`src/rtl/bmem_arb_pkg.sv`:
```
// Shared types, defaults and helpers for the burst-memory arbiter.
package bmem_arb_pkg;

    localparam int DEF_ADDR_W    = 32;
    localparam int DEF_BEAT_W    = 64;
    localparam int DEF_BURST_LEN = 4;

    typedef enum logic [2:0] {
        IDLE,
        RD_CMD,
        RD_DATA,
        WR_DATA,
        DONE
    } arb_state_t;

    typedef enum logic {
        REQ_I = 1'b0,
        REQ_D = 1'b1
    } req_id_t;

    // Number of byte-offset bits inside one cacheline.
    function automatic int line_offset(input int beat_w, input int burst_len);
        return $clog2((beat_w * burst_len) / 8);
    endfunction

endpackage

```
`src/rtl/rr_arb2.sv`:
```
// Two-way round-robin arbiter. Bit 0 is the I-cache and bit 1 is the D-cache.
// The grant is one-hot, or zero when nothing is requesting. After reset the
// D-cache wins a tie. After every taken grant, the requester that was not
// served gets priority for the next tie.
module rr_arb2
    import bmem_arb_pkg::*;
(
    input  logic       clk,
    input  logic       rst,
    input  logic [1:0] req,
    input  logic       advance,
    output logic [1:0] gnt
);

    req_id_t prio;

    // A lone requester is granted directly; a tie goes to the priority holder.
    always_comb begin
        gnt = req;
        if (req == 2'b11) begin
            gnt = (prio == REQ_D) ? 2'b10 : 2'b01;
        end
    end

    // Priority moves to whichever requester was not just served.
    always_ff @(posedge clk) begin
        if (rst) begin
            prio <= REQ_D;
        end else if (advance && (gnt != 2'b00)) begin
            prio <= gnt[0] ? REQ_D : REQ_I;
        end
    end

endmodule

```
`src/rtl/bmem_arbiter.sv`:
```
// Shares one burst-memory port between I-cache refills and D-cache
// refills and writebacks. Each cacheline request becomes a burst of
// BURST_LEN beats, with at most one burst in flight at a time.
// Both refill outputs are driven from one shared line buffer.
module bmem_arbiter
    import bmem_arb_pkg::*;
#(
    parameter int  ADDR_W    = DEF_ADDR_W,
    parameter int  BEAT_W    = DEF_BEAT_W,
    parameter int  BURST_LEN = DEF_BURST_LEN,
    localparam int LINE_W    = BEAT_W * BURST_LEN
) (
    input  logic              clk,
    input  logic              rst,
    input  logic [ADDR_W-1:0] i_addr,
    input  logic              i_read,
    output logic [LINE_W-1:0] i_rdata,
    output logic              i_resp,
    input  logic [ADDR_W-1:0] d_addr,
    input  logic              d_read,
    input  logic              d_write,
    input  logic [LINE_W-1:0] d_wdata,
    output logic [LINE_W-1:0] d_rdata,
    output logic              d_resp,
    output logic [ADDR_W-1:0] bmem_addr,
    output logic              bmem_read,
    output logic              bmem_write,
    output logic [BEAT_W-1:0] bmem_wdata,
    input  logic [BEAT_W-1:0] bmem_rdata,
    input  logic              bmem_resp,
    output logic              error
);

    localparam int OFF_W = line_offset(BEAT_W, BURST_LEN);
    localparam int CNT_W = (BURST_LEN > 1) ? $clog2(BURST_LEN) : 1;
    localparam logic [CNT_W-1:0]  LAST_BEAT = CNT_W'(BURST_LEN - 1);
    localparam logic [ADDR_W-1:0] OFF_MASK  = ADDR_W'((64'd1 << OFF_W) - 64'd1);

    arb_state_t        state;
    req_id_t           gnt_id;
    logic              op_write;
    logic [CNT_W-1:0]  cnt;
    logic [CNT_W-1:0]  cnt_next;
    logic [LINE_W-1:0] line_buf;
    logic [1:0]        req;
    logic [1:0]        gnt;
    logic              advance;
    logic              new_write;
    logic              granted_req;
    logic [ADDR_W-1:0] line_addr;
    int                cur_base;
    int                next_base;

    assign req     = {d_read | d_write, i_read};
    assign i_rdata = line_buf;
    assign d_rdata = line_buf;

    rr_arb2 u_rr (
        .clk     (clk),
        .rst     (rst),
        .req     (req),
        .advance (advance),
        .gnt     (gnt)
    );

    // Decode the grant, the aligned line address, and the beat slice positions.
    // A D-cache request with both read and write high is treated as a read.
    always_comb begin
        advance     = (state == IDLE);
        new_write   = gnt[1] & d_write & ~d_read;
        line_addr   = (gnt[1] ? d_addr : i_addr) & ~OFF_MASK;
        cnt_next    = cnt + CNT_W'(1);
        cur_base    = int'(cnt) * BEAT_W;
        next_base   = int'(cnt_next) * BEAT_W;
        granted_req = (gnt_id == REQ_I) ? i_read : (op_write ? d_write : d_read);
    end

    // Burst FSM with registered bmem and response outputs, plus the sticky error flag.
    always_ff @(posedge clk) begin
        if (rst) begin
            state      <= IDLE;
            gnt_id     <= REQ_I;
            op_write   <= 1'b0;
            cnt        <= '0;
            line_buf   <= '0;
            bmem_addr  <= '0;
            bmem_read  <= 1'b0;
            bmem_write <= 1'b0;
            bmem_wdata <= '0;
            i_resp     <= 1'b0;
            d_resp     <= 1'b0;
            error      <= 1'b0;
        end else begin
            if (bmem_resp && (state != RD_DATA)) begin
                error <= 1'b1;
            end
            if (d_read && d_write) begin
                error <= 1'b1;
            end
            if (((state == RD_CMD) || (state == RD_DATA) || (state == WR_DATA)) && !granted_req) begin
                error <= 1'b1;
            end

            case (state)
                IDLE: begin
                    if (gnt != 2'b00) begin
                        gnt_id    <= gnt[1] ? REQ_D : REQ_I;
                        op_write  <= new_write;
                        bmem_addr <= line_addr;
                        cnt       <= '0;
                        if (new_write) begin
                            line_buf   <= d_wdata;
                            bmem_write <= 1'b1;
                            bmem_wdata <= d_wdata[BEAT_W-1:0];
                            state      <= WR_DATA;
                        end else begin
                            bmem_read <= 1'b1;
                            state     <= RD_CMD;
                        end
                    end
                end
                RD_CMD: begin
                    bmem_read <= 1'b0;
                    state     <= RD_DATA;
                end
                RD_DATA: begin
                    if (bmem_resp) begin
                        line_buf[cur_base +: BEAT_W] <= bmem_rdata;
                        cnt <= cnt_next;
                        if (cnt == LAST_BEAT) begin
                            bmem_addr <= '0;
                            state     <= DONE;
                            if (gnt_id == REQ_D) begin
                                d_resp <= 1'b1;
                            end else begin
                                i_resp <= 1'b1;
                            end
                        end
                    end
                end
                WR_DATA: begin
                    if (cnt == LAST_BEAT) begin
                        bmem_write <= 1'b0;
                        bmem_wdata <= '0;
                        bmem_addr  <= '0;
                        cnt        <= '0;
                        state      <= DONE;
                        if (gnt_id == REQ_D) begin
                            d_resp <= 1'b1;
                        end else begin
                            i_resp <= 1'b1;
                        end
                    end else begin
                        cnt        <= cnt_next;
                        bmem_wdata <= line_buf[next_base +: BEAT_W];
                    end
                end
                DONE: begin
                    i_resp <= 1'b0;
                    d_resp <= 1'b0;
                    state  <= IDLE;
                end
                default: begin
                    state <= IDLE;
                end
            endcase
        end
    end

endmodule
```
`config.mk`:
```
export PLATFORM = sky130hd
export DESIGN_NAME = bmem_arbiter
export DESIGN_NICKNAME = d
export VERILOG_FILES = /design/src/rtl/bmem_arb_pkg.sv /design/src/rtl/rr_arb2.sv /design/src/rtl/bmem_arbiter.sv
export SDC_FILE = /design/constraint.sdc
export NUM_CORES = 1
export LEC_CHECK = 0
export CORE_AREA = 2 2 388 390
export DETAILED_ROUTE_END_ITERATION = 8
export DIE_AREA = 0 0 390 392
export PLACE_DENSITY = 0.36
export SYNTH_ARGS = -nofsm -noshare
export SYNTH_HDL_FRONTEND = slang
export SYNTH_SLANG_ARGS = --single-unit
```
`constraint.sdc`:
```
create_clock -name clk -period 4.55 [get_ports clk]
set_input_delay 0.91 -clock clk [delete_from_list [all_inputs] [get_ports clk]]
set_output_delay 0.91 -clock clk [all_outputs]
set_load 0.05 [all_outputs]
```
Word level (Yosys, flattened, before mapping)
Index checks and enable logic that the tools add are counted.
{"block": "word_totals", "reg_bits": 365, "in_bits": 390, "output_inout_bits": 613, "word_cells": 104}
{"block": "op_classes", "n_addsub": 2, "n_eq_ne": 12, "n_shift": 3, "muxes": 47, "bitwise_logic": 4, "n_reduce_logical": 23}
{"cell": "2-to-1 mux 256 bit", "count": 3}
{"cell": "case mux 256 bit (2 select lines)", "count": 1}
{"cell": "bitwise mux 256 bit", "count": 1}
{"cell": "variable shift 64 x 33 -> 256 bit (first input constant)", "count": 1}
{"cell": "indexed part select 256 x 9 -> 64 bit", "count": 1}
{"cell": "indexed part select 64 x 33 -> 256 bit", "count": 1}
{"cell": "2-to-1 mux 64 bit", "count": 3}
{"cell": "2-to-1 mux 32 bit", "count": 4}
{"cell": "case mux 64 bit (2 select lines)", "count": 1}
{"cell": "case mux 32 bit (3 select lines)", "count": 1}
{"cell": "negator 8 -> 33 bit", "count": 1}
{"cell": "2-to-1 mux 1 bit", "count": 18}
{"cell": "2-to-1 mux 2 bit", "count": 6}
{"cell": "case mux 3 bit (4 select lines)", "count": 1}
{"cell": "2-to-1 mux 3 bit", "count": 3}
{"cell": "AND reduction 3 bit", "count": 3}
{"cell": "nonzero test 3 bit", "count": 3}
{"cell": "!= test 2 bit (second input constant)", "count": 4}
{"cell": "AND reduction 4 bit", "count": 2}
{"cell": "nonzero test 2 bit", "count": 4}
{"cell": "equality test 3 x 2 -> 1 bit (second input constant)", "count": 2}
{"cell": "case mux 1 bit (3 select lines)", "count": 2}
{"cell": "case mux 2 bit (3 select lines)", "count": 1}
{"cell": "AND reduction 2 bit", "count": 3}
{"cell": "other kinds (14)", "count": 21}

Depth between registers and ports, before layout
Gate-level depths: netlist of the first run.
{"block": "logic_depth", "word_depth": 8, "ltp_mapped": 11, "ltp_nobuf": 6}

Modules after synthesis
From an unflattened synthesis of the first run, not the netlist that was laid out.
{"block": "hier_totals", "cells_unflattened": 2156, "area_unflattened_um2": 20101.8}
{"module": "bmem_arbiter", "instances": 1, "cells_per_inst": 2149, "area_each_um2": 20040.5, "seq_area_each_um2": 7186.9}
{"module": "rr_arb2", "instances": 1, "cells_per_inst": 7, "area_each_um2": 61.3, "seq_area_each_um2": 20.0}

Worst setup path after synthesis of the first run
OpenSTA, ideal clock, no wires.
{"block": "synth_path", "path_type": "reg2reg", "startpoint": "register cnt[0]", "endpoint": "register line_buf[142], in the netlist d_rdata[142]", "setup_time_ps": 86, "t_arrival_ps": 3096, "required_ps": 4464, "path_slack_ps": 1369, "stages_incl_launch_ff": 12, "path_buffers": 5, "period_less_slack_ps": 3181, "cell_sequence": "dfxtp_1 > buf_2 > buf_1 > buf_1 > inv_1 > ha_1 > buf_2 > or3b_1 > nor4_4 > clkbuf_1 > a22oi_1 > a211oi_1"}
{"block": "synth_between", "elab_chain_len": 5, "elab_cells_between_ends": 6, "classes_between": "add/sub: 1; shift: 2; mux: 3"}
{"item": "start: declaration", "line": "bmem_arbiter.sv:42", "text": "logic [CNT_W-1:0] cnt;"}
{"item": "start signal: assignment", "line": "bmem_arbiter.sv:129", "text": "cnt <= cnt_next;"}
{"item": "start signal: assignment", "line": "bmem_arbiter.sv:154", "text": "cnt <= cnt_next;"}
{"item": "negator 8 -> 33 bit *", "line": "bmem_arbiter.sv:128", "text": "line_buf[cur_base +: BEAT_W] <= bmem_rdata;"}
{"item": "indexed part select 64 x 33 -> 256 bit or variable shift 64 x 33 -> 256 bit (tied branches)", "line": "bmem_arbiter.sv:128"}
{"item": "bitwise mux 256 bit *", "line": "bmem_arbiter.sv:128"}
{"item": "2-to-1 mux 256 bit *", "line": "bmem_arbiter.sv:127", "text": "if (bmem_resp) begin"}
{"item": "case mux 256 bit (2 select lines) *", "line": "bmem_arbiter.sv:104", "text": "case (state)"}
{"item": "end signal: assignment", "line": "bmem_arbiter.sv:112", "text": "line_buf <= d_wdata;"}
{"item": "end signal: indexed assignment", "line": "bmem_arbiter.sv:128"}
{"item": "end: declaration", "line": "bmem_arbiter.sv:44", "text": "logic [LINE_W-1:0] line_buf;"}
Mark *: on every way between the ends. The rest lies on a longest branch, timed or not. The select of a mux whose other input is x is not followed.
A chain may end at the register's enable or synchronous reset.

Worst setup path in the final report of the first run
{"block": "layout_path", "startpoint": "register line_buf[194], in the netlist d_rdata[194]", "endpoint": "output port i_rdata[194]"}
{"item": "end: declaration", "line": "bmem_arbiter.sv:17", "text": "output logic [LINE_W-1:0] i_rdata,"}
No word-level cell between the ends.

==> flow_metrics.tcl, run 1 <==
set metrics [dict create \
    worstSkewPairLatency_ps 640 \
    critical-path-top-delay-family "buffers and inverters" \
    syn-cell-area_um2 19200 \
    worstMarginPinSlew_ps 1230 \
    cts-buffers-inserted 50 \
    cts_hold_repair.buffers 0 \
    worst_hold_path_type "reg -> reg" \
    critical_path_cell_list "clkdlybuf4s50_1" \
    post_cts_resize_count 0 \
    critical_path.startpoint_type "flip-flop" \
    critical_path_depth 1 \
    total_grt_usage 0.170 \
    worst_path_largest_cell_delay_ps 1050 \
    number_of_synthesized_register_bits 360 \
    yosys_most_used_dff "sky130_fd_sc_hd__dfxtp_1" \
    longest_clk_path_bufs 3 \
    max-slew-margin-rel 0.177 \
    hold-path-endpoint "bmem_addr[19]$_SDFFE_PP0P_" \
    layout-area-overhead-vs-synth_pct 62.0 \
    synthCells 1988 \
    global_route_congestion_overflow_total 0 \
    detail_route.wirelength_um 136000 \
    pin_count 1003 \
    r2r-start "cnt[0]$_SDFFE_PP0P_" \
    ys_types 47 \
    crit_path_top_delay_cell "sky130_fd_sc_hd__clkdlybuf4s50_1" \
    vias 18800 \
    worstRegToRegCells 7 \
    synth.yosys.warnings 0 \
    die_y_um 392 \
    worst_clock_skew_ps 35.6 \
    synth_enable_flop_cells 0 \
    syn-mean-instance-area_um2 9.68 \
    maximum_number_of_pins_on_one_net_before_global_route_repair 128 \
    maxCapViolations 0 \
    max_freq_ghz 0.304 \
    grt_pass1_wl_um 180000 \
    synth.top_cells.by_area "sky130_fd_sc_hd__dfxtp_1 37%, sky130_fd_sc_hd__buf_4 10%, sky130_fd_sc_hd__mux4_2 7.5%" \
    setup_violations 0 \
    grt_setup_unrepaired "no" \
    layout_common_cells "986 x sky130_fd_sc_hd__clkdlybuf4s50_1, 359 x sky130_fd_sc_hd__dfxtp_1, 268 x sky130_fd_sc_hd__nor2_1, 129 x sky130_fd_sc_hd__a22oi_1, 128 x sky130_fd_sc_hd__a211oi_1" \
    place_hpwl_um 101000 \
    cp_max_fo 4 \
    post_cts_buffers 0 \
    die_area_um2 153000 \
    number_of_remaining_drc_errors 0 \
    floorplan.core_area_um2 149000 \
    std_cell_rows 142 \
    critical_r2r_capture "d_rdata[221]$_SDFFE_PP0P_" \
    hold_violations 0 \
    status "complete, no violations" \
    initial_antenna_violation_count 23 \
    synth_area_leader_cell "sky130_fd_sc_hd__dfxtp_1" \
    clock_tree_from_tritoncts "yes" \
    total_power_uw 13000 \
    tritoncts_num_sinks 360 \
    cp_data_required_time_ps 3640 \
    num-fill-cells 16274 \
    critPathCaptureType "primary output" \
    yosys.area.top_type_share 0.374 \
    globalplace.congestion 0.820 \
    drt-vias-per-instance 4.07 \
    cellLeakagePower_uw 0.0106 \
    clockRootBuffer "sky130_fd_sc_hd__clkbuf_16" \
    drt_iter0_markers 1033 \
    grt_pass1_vias 19141 \
    hold-path-cell-count 1 \
    nets 3030 \
    fin_crit_sh 0.724 \
    pwr_density_cell_nw_per_um2 416 \
    antenna_violating_nets_post_route 0 \
    cts_htree_levels 2 \
    share_of_synthesized_flip_flops_with_an_asynchronous_set_or_reset 0 \
    setup_total_negative_slack_ps 0 \
    drt_pass1_iterations 5 \
    mostFrequentLayoutCell "sky130_fd_sc_hd__clkdlybuf4s50_1" \
    die_x_um 390 \
    vdd_drop_max_v 0.000250 \
    period_minus_slack_ps 3290 \
    initial_utilization 0.129 \
    r2r_setup_slack_ps 1410 \
    cts.clk_slew.worst_paths_ps 60 \
    drive_gt1_frac 0.125 \
    seq_area_frac_synth 0.374 \
    timing_worst_setup_path_type "reg -> out" \
    critical_path_arrival_ps 2380 \
    timing.hold.worst.start "bmem_addr[19]$_SDFFE_PP0P_" \
    port_buffers 987 \
    worstPathBufferInverterCount 1 \
    routedWlPerCell_um 29.4 \
    timing.final.max_slew_violations 0 \
]
through the flow:
| stage | util | instance area, um^2 | setup WS [ps] | std cells | hold WS [ps] |
|---|---|---|---|---|---|
| after floorplan | - | 19300 | 1370 | 1992 | 467 |
| after global placement | 0.198 | 29500 | 1040 | 4527 | 448 |
| after detailed placement | 0.198 | 29500 | 1030 | 4527 | 447 |
| after CTS | 0.209 | 31200 | 1150 | 4619 | 464 |
| after global routing | 0.209 | 31200 | 1170 | 4620 | 475 |
| final | 0.209 | 31200 | 1260 | 4624 | 460 |
state kept, by name (all words and copies together) (netlist names):
signal,flops
d_rdata,256
bmem_wdata,64
bmem_addr,27
state,3
cnt,2
bmem_read,1
bmem_write,1
d_resp,1
error,1
gnt_id,1
i_resp,1
op_write,1
u_rr.prio,1
cells in the mapped netlist, drive strengths merged, types with 4 or more instances:
cell type / instances
a21oi: 11
o21ai: 6
mux4: 64
o22ai: 64
a22oi: 129
ha: 5
or3: 4
dfxtp: 360
inv: 69
o2bb2ai: 27
buf: 336
and2: 6
a221oi: 129
nor2: 269
nand2: 8
a211oi: 128
mux2i: 92
clkbuf: 112
nand2b: 4
nor3: 138
logic make-up (layout without fill, tap and decap cells):
group | after synthesis | count (layout) | synth area share
multiplexers | 156 | 156 | 0.123
flip-flops | 360 | 360 | 0.374
adder cells (fa/ha/maj) | 5 | 5 | 0.00325
other | 1 | 10 | 0.000195
AND/OR/NAND/NOR | 443 | 443 | 0.118
buffers and inverters | 517 | 1200 | 0.159
AO/OA/AOI/OAI | 506 | 506 | 0.222
cell type report:
| cell class | instances | area [um^2] | area share |
|---|---|---|---|
| clock buffer | 83 | 1570 | 0.0502 |
| sequential | 360 | 7210 | 0.231 |
| tap | 1944 | 2430 | 0.0780 |
| multi-input combinational | 1115 | 9140 | 0.293 |
| inverter | 69 | 259 | 0.00831 |
| clock inverter | 9 | 120 | 0.00385 |
| antenna | 5 | 12.5 | 0.000401 |
| timing repair buffer | 1039 | 10400 | 0.335 |
metal layers:
layer | wire, um | part of all wire | track usage | up-vias
li1 | - | - | - | 8457
met1 | 56000 | 0.41 | 0.208 | 9446
met2 | 67900 | 0.50 | 0.298 | 752
met3 | 9620 | 0.071 | 0.0454 | 123
met4 | 2230 | 0.016 | 0.0310 | 22
met5 | 121 | 0.00089 | 0 | -
where the power goes:
part / switching, uW / internal, uW
sequential: 444 / 3450
combinational: 3230 / 1660
clock: 1740 / 2450
worst max path at each step:
stage | from | end | slack, ps
2_1_floorplan | cnt[0]$_SDFFE_PP0P_ | d_rdata[142]$_SDFFE_PP0P_ | 1370
5_1_grt | d_rdata[0]$_SDFFE_PP0P_ | d_rdata[0] | 1170
6_report | d_rdata[194]$_SDFFE_PP0P_ | i_rdata[194] | 1260
4_1_cts | d_rdata[0]$_SDFFE_PP0P_ | d_rdata[0] | 1150
3_3_place_gp | i_read | d_rdata[2]$_SDFFE_PP0P_ | 1040
3_5_place_dp | i_read | d_rdata[0]$_SDFFE_PP0P_ | 1030
(Power assumes the default switching activity.)
==> inputs of run 2 (changes only) <==
CORE_AREA = 2 2 392 394   (was 2 2 388 390)
DIE_AREA = 0 0 394 396   (was 0 0 390 392)
PLACE_DENSITY = 0.37   (was 0.36)
clock period = 2.74 ns   (was 4.55 ns; I/O delays follow)
==> run 2 against run 1 <==
  * Clock-buffer cell count decreased by 8
  * Sequential cell count unchanged
  * Critical path depth unchanged
  * Via count rose by 1.6%
  * Critical path type unchanged
  * Largest power group unchanged
  * Highest routed layer unchanged
==> flow_metrics.tcl, run 2 (synthesized netlist as in run 1, its figures left out) <==
set metrics [dict create \
    drt_pass1_iterations 5 \
    worst_clock_skew_ps 37.6 \
    tritoncts_num_sinks 360 \
    initial_antenna_violation_count 20 \
    drt_iter0_markers 1086 \
    timing.final.max_slew_violations 0 \
    total_grt_usage 0.171 \
    vdd_drop_max_v 0.000399 \
    port_buffers 987 \
    setup_violations 0 \
    pwr_density_cell_nw_per_um2 683 \
    std_cell_rows 143 \
    detail_route.wirelength_um 139000 \
    critical_path_cell_list "clkdlybuf4s50_1" \
    drt-vias-per-instance 4.01 \
    vias 19105 \
    worstSkewPairLatency_ps 640 \
    setup_total_negative_slack_ps 0 \
    maximum_number_of_pins_on_one_net_before_global_route_repair 96 \
    grt_pass1_wl_um 184000 \
    routedWlPerCell_um 29.3 \
    hold_violations 0 \
    cp_max_fo 4 \
    floorplan.core_area_um2 152000 \
    grt_setup_unrepaired "no" \
    layout_common_cells "919 x sky130_fd_sc_hd__clkdlybuf4s50_1, 359 x sky130_fd_sc_hd__dfxtp_1, 268 x sky130_fd_sc_hd__nor2_1, 129 x sky130_fd_sc_hd__a22oi_1, 128 x sky130_fd_sc_hd__a211oi_1" \
    clock_tree_from_tritoncts "yes" \
    die_area_um2 156000 \
    critical_path_arrival_ps 2160 \
    clockRootBuffer "sky130_fd_sc_hd__clkbuf_16" \
    critical-path-top-delay-family "buffers and inverters" \
    pin_count 1003 \
    worstMarginPinSlew_ps 791 \
    cp_data_required_time_ps 2190 \
    status "complete, no violations" \
    crit_path_top_delay_cell "sky130_fd_sc_hd__clkdlybuf4s50_1" \
    period_minus_slack_ps 2710 \
    cellLeakagePower_uw 0.0112 \
    globalplace.congestion 0.834 \
    critPathCaptureType "primary output" \
    layout-area-overhead-vs-synth_pct 66.0 \
    maxCapViolations 0 \
    timing_worst_setup_path_type "reg -> out" \
    critical_path.startpoint_type "flip-flop" \
    total_power_uw 21800 \
    largest_register_ff_count 256 \
    cts_htree_levels 2 \
    number_of_remaining_drc_errors 0 \
    place_hpwl_um 107000 \
    die_y_um 396 \
    antenna_violating_nets_post_route 0 \
    post_cts_buffers 0 \
    timing.hold.ws_ps 254 \
    nets 3086 \
    fin_crit_sh 0.987 \
    worst_hold_path_type "in -> reg" \
    worstPathBufferInverterCount 1 \
    die_x_um 394 \
    cts.clk_slew.worst_paths_ps 60 \
    worst_path_largest_cell_delay_ps 930 \
    max_freq_ghz 0.370 \
    global_route_congestion_overflow_total 0 \
    drive_gt1_frac 0.163 \
    max-slew-margin-rel 0.471 \
    longest_clk_path_bufs 3 \
    cts-buffers-inserted 52 \
    mostFrequentLayoutCell "sky130_fd_sc_hd__clkdlybuf4s50_1" \
    grt_pass1_vias 19457 \
    initial_utilization 0.127 \
]
[run 2: cell types whose count changed in the layout (fill, tap and decap cells not counted), moves of 2 or more]
cell | previous run | this run
sky130_fd_sc_hd__dlygate4sd2_1 | 0 | 13
sky130_fd_sc_hd__buf_12 | 13 | 44
sky130_fd_sc_hd__diode_2 | 5 | 3
sky130_fd_sc_hd__clkbuf_1 | 15 | 12
sky130_fd_sc_hd__buf_4 | 39 | 115
sky130_fd_sc_hd__clkinv_2 | 3 | 6
sky130_fd_sc_hd__clkbuf_16 | 51 | 53
sky130_fd_sc_hd__clkbuf_8 | 17 | 10
sky130_fd_sc_hd__clkdlybuf4s50_1 | 986 | 919
sky130_fd_sc_hd__clkinv_4 | 1 | 3
sky130_fd_sc_hd__inv_6 | 1 | 4
[run 2: repair_timing]
| action | CTS | global route |
|---|---|---|
| pin swaps | 0 | 0 |
| hold buffers | 0 | 0 |
| setup endpoints to repair | 14 | 1 |
| hold endpoints to repair | 0 | 0 |
| gates resized for setup | 13 | 1 |
[run 2: cell type report]
class | count | area (um^2)
fill | 16633 | 120000
timing repair buffer | 1093 | 11100
multi-input combinational | 1115 | 9140
sequential | 360 | 7210
tap | 2030 | 2540
clock buffer | 75 | 1510
inverter | 69 | 259
clock inverter | 17 | 188
antenna | 3 | 7.51
[run 2: path summary, 6_finish.rpt]
| path | start | endpoint | slack, ps | depth (start not counted) |
|---|---|---|---|---|
| worst max-delay path | d_rdata[198]$_SDFFE_PP0P_ | d_rdata[198] | 30 | 1 |
| worst min-delay path | rst | gnt_id$_SDFFE_PP0P_ | 250 | 2 |
| worst max register to register | cnt[0]$_SDFFE_PP0P_ | d_rdata[133]$_SDFFE_PP0P_ | 140 | 7 |
| worst min register to register | bmem_addr[22]$_SDFFE_PP0P_ | bmem_addr[22]$_SDFFE_PP0P_ | 460 | 1 |
[run 2: per-layer routing]
metal | global-route usage | vias to the layer above | part of all wire
li1 | - | 8565 | -
met1 | 0.214 | 9665 | 0.43
met2 | 0.297 | 759 | 0.49
met3 | 0.0420 | 102 | 0.061
met4 | 0.0346 | 14 | 0.017
met5 | 0 | - | 0.00068
[run 2: power breakdown]
part	internal (uW)	leakage (uW)	switching, uW
combinational	2900	0.00738	5490
sequential	5720	0.00295	709
clock	4090	0.000840	2900
total	12700	0.0112	9100
[run 2: stage by stage]
step / setup slack [ps] / std cells / instance area, um^2 / utilization
floorplan: 3.36 / 1992 / 19300 / -
global placement: 126 / 4667 / 30300 / 0.200
detailed placement: 76.2 / 4667 / 30300 / 0.200
CTS: 1.74 / 4759 / 31900 / 0.211
global route: 13.3 / 4759 / 31900 / 0.211
finish: 34.7 / 4762 / 31900 / 0.211
==> inputs of run 3 (changes only) <==
CTS_CLUSTER_SIZE = 8   (was default)
==> run 3 against run 2 <==
  * Clock power down 0.9%
  * Via count down 0.28%
  * Cell count down 0.34%
  * Non-clock buffer count stayed put
  * Register-to-register slack hardly changed
  * Largest power group unchanged
==> flow_metrics.tcl, run 3 (synthesized netlist as in run 1, its figures left out) <==
set metrics [dict create \
    status "complete, no violations" \
    longest_clk_path_bufs 3 \
    mostFrequentLayoutCell "sky130_fd_sc_hd__clkdlybuf4s50_1" \
    tritoncts_num_sinks 360 \
    std_cell_rows 143 \
    initial_antenna_violation_count 19 \
    die_y_um 396 \
    maximum_number_of_pins_on_one_net_before_global_route_repair 96 \
    num-fill-cells 16635 \
    clockRootBuffer "sky130_fd_sc_hd__clkbuf_16" \
    max-slew-margin-rel 0.471 \
    critical_path.startpoint_type "flip-flop" \
    hold-path-cell-count 2 \
    floorplan.core_area_um2 152000 \
    hold_violations 0 \
    global_route_congestion_overflow_total 0 \
    timing.final.max_slew_violations 0 \
    place_hpwl_um 107000 \
    routedWlPerCell_um 29.3 \
    grt_pass1_vias 19409 \
    nets 3089 \
    grt_setup_unrepaired "no" \
    critical_path_arrival_ps 2150 \
    critical-path-top-delay-family "buffers and inverters" \
    r2r_setup_slack_ps 140 \
    non_filler_cells_in_the_finished_layout 4746 \
    vias 19052 \
    drt_iter0_markers 1171 \
    fin_crit_sh 0.986 \
    cts.clk_slew.worst_paths_ps 60 \
    worst_clock_skew_ps 29.2 \
    dp_slack_ps 76.2 \
    cellLeakagePower_uw 0.0111 \
    worstMarginPinSlew_ps 790 \
    worst_path_largest_cell_delay_ps 1050 \
    numPlacedInstances 4667 \
    port_buffers 987 \
    globalplace.congestion 0.834 \
    cts_hold_repair.buffers 0 \
    hold-path-endpoint "d_resp$_SDFFE_PP0P_" \
    post_cts_buffers 0 \
    drt-vias-per-instance 4.01 \
    largest_register_ff_count 256 \
    cts-buffers-inserted 55 \
    critPathCaptureType "primary output" \
    maxCapViolations 0 \
    grt_pass1_wl_um 185000 \
    pin_count 1003 \
    vdd_drop_max_v 0.000509 \
    cp_max_fo 4 \
    setup_violations 0 \
    cts_htree_levels 2 \
    initial_utilization 0.127 \
    post_cts_resize_count 12 \
    layout-area-overhead-vs-synth_pct 65.7 \
    number_of_remaining_drc_errors 0 \
    setup_total_negative_slack_ps 0 \
    cp_data_required_time_ps 2190 \
    pwr_density_cell_nw_per_um2 682 \
    finalWorstSetupSlack_ps 37.3 \
    drt_pass1_iterations 5 \
    critical_r2r_capture "d_rdata[155]$_SDFFE_PP0P_" \
    critical_path_cell_list "clkdlybuf4s50_1" \
    period_minus_slack_ps 2700 \
    timing.hold.worst.start "rst" \
    clock_tree_from_tritoncts "yes" \
    max_freq_ghz 0.370 \
    die_area_um2 156000 \
    worstPathBufferInverterCount 1 \
    r2r-start "cnt[0]$_SDFFE_PP0P_" \
    timing_worst_setup_path_type "reg -> out" \
    die_x_um 394 \
    layout_common_cells "920 x sky130_fd_sc_hd__clkdlybuf4s50_1, 359 x sky130_fd_sc_hd__dfxtp_1, 268 x sky130_fd_sc_hd__nor2_1, 129 x sky130_fd_sc_hd__a22oi_1, 128 x sky130_fd_sc_hd__a211oi_1" \
    crit_path_top_delay_cell "sky130_fd_sc_hd__clkdlybuf4s50_1" \
    worstSkewPairLatency_ps 640 \
    total_grt_usage 0.172 \
    drive_gt1_frac 0.160 \
    worst_hold_path_type "in -> reg" \
    worstRegToRegCells 7 \
    antenna_violating_nets_post_route 0 \
    detail_route.wirelength_um 139000 \
]
## run 3: cell count changes in the layout (fill, tap and decap cells not counted)
| cell | delta |
|---|---|
| sky130_fd_sc_hd__clkbuf_8 | -7 |
| sky130_fd_sc_hd__clkbuf_1 | -5 |
| sky130_fd_sc_hd__clkbuf_16 | +4 |
| sky130_fd_sc_hd__clkinv_2 | -4 |
| sky130_fd_sc_hd__inv_6 | -4 |
| sky130_fd_sc_hd__clkinv_4 | -3 |
| sky130_fd_sc_hd__diode_2 | +2 |
| sky130_fd_sc_hd__bufinv_16 | +1 |
| sky130_fd_sc_hd__clkdlybuf4s50_1 | +1 |
| sky130_fd_sc_hd__clkinvlp_4 | +1 |
| sky130_fd_sc_hd__dlygate4sd2_1 | -1 |
| sky130_fd_sc_hd__inv_4 | -1 |
## run 3: metrics by stage
stage | hold slack (ps) | area (um^2) | utilization | power, uW
after floorplan | 467 | 19300 | - | 11500
after global placement | 446 | 30300 | 0.200 | 15100
after detailed placement | 446 | 30300 | 0.200 | 15000
after CTS | 204 | 31900 | 0.210 | 22200
after global routing | 227 | 31900 | 0.210 | 22600
final | 251 | 31900 | 0.210 | 21700
## run 3: final cells by class
| class | instances | area [um^2] | share of cell area |
|---|---|---|---|
| repair buffers | 1093 | 11100 | 0.348 |
| flip-flops and latches | 360 | 7210 | 0.226 |
| diodes | 5 | 12.5 | 0.000392 |
| clock buffers | 67 | 1490 | 0.0469 |
| inverters | 69 | 259 | 0.00812 |
| multi-input cells | 1115 | 9140 | 0.287 |
| well taps | 2030 | 2540 | 0.0797 |
| clock inverters | 7 | 138 | 0.00432 |
## run 3: per-layer routing
layer	up-vias	GRT usage	wire [um]	part of all wire
met3	108	0.0435	9370	0.067
li1	8570	-	-	-
met1	9625	0.213	58300	0.42
met4	14	0.0311	2170	0.016
met2	735	0.300	69300	0.50
met5	-	0	92	0.00066
## run 3: worst max path at each step
stage               cells past startpoint                          end                       from
floorplan                              11    d_rdata[142]$_SDFFE_PP0P_        cnt[0]$_SDFFE_PP0P_
global placement                        6  bmem_wdata[46]$_SDFFE_PP0P_                     i_read
detailed placement                      7    d_rdata[225]$_SDFFE_PP0P_                    d_write
CTS                                     1                 i_rdata[178]  d_rdata[178]$_SDFFE_PP0P_
global route                            1                 i_rdata[178]  d_rdata[178]$_SDFFE_PP0P_
finish                                  1                 i_rdata[189]  d_rdata[189]$_SDFFE_PP0P_
## run 3: power by group
part           internal [uW]  switching (uW)  leakage [uW]
Combinational           2900            5480       0.00738
Sequential              5730             706       0.00295
Clock                   4120            2800      0.000797
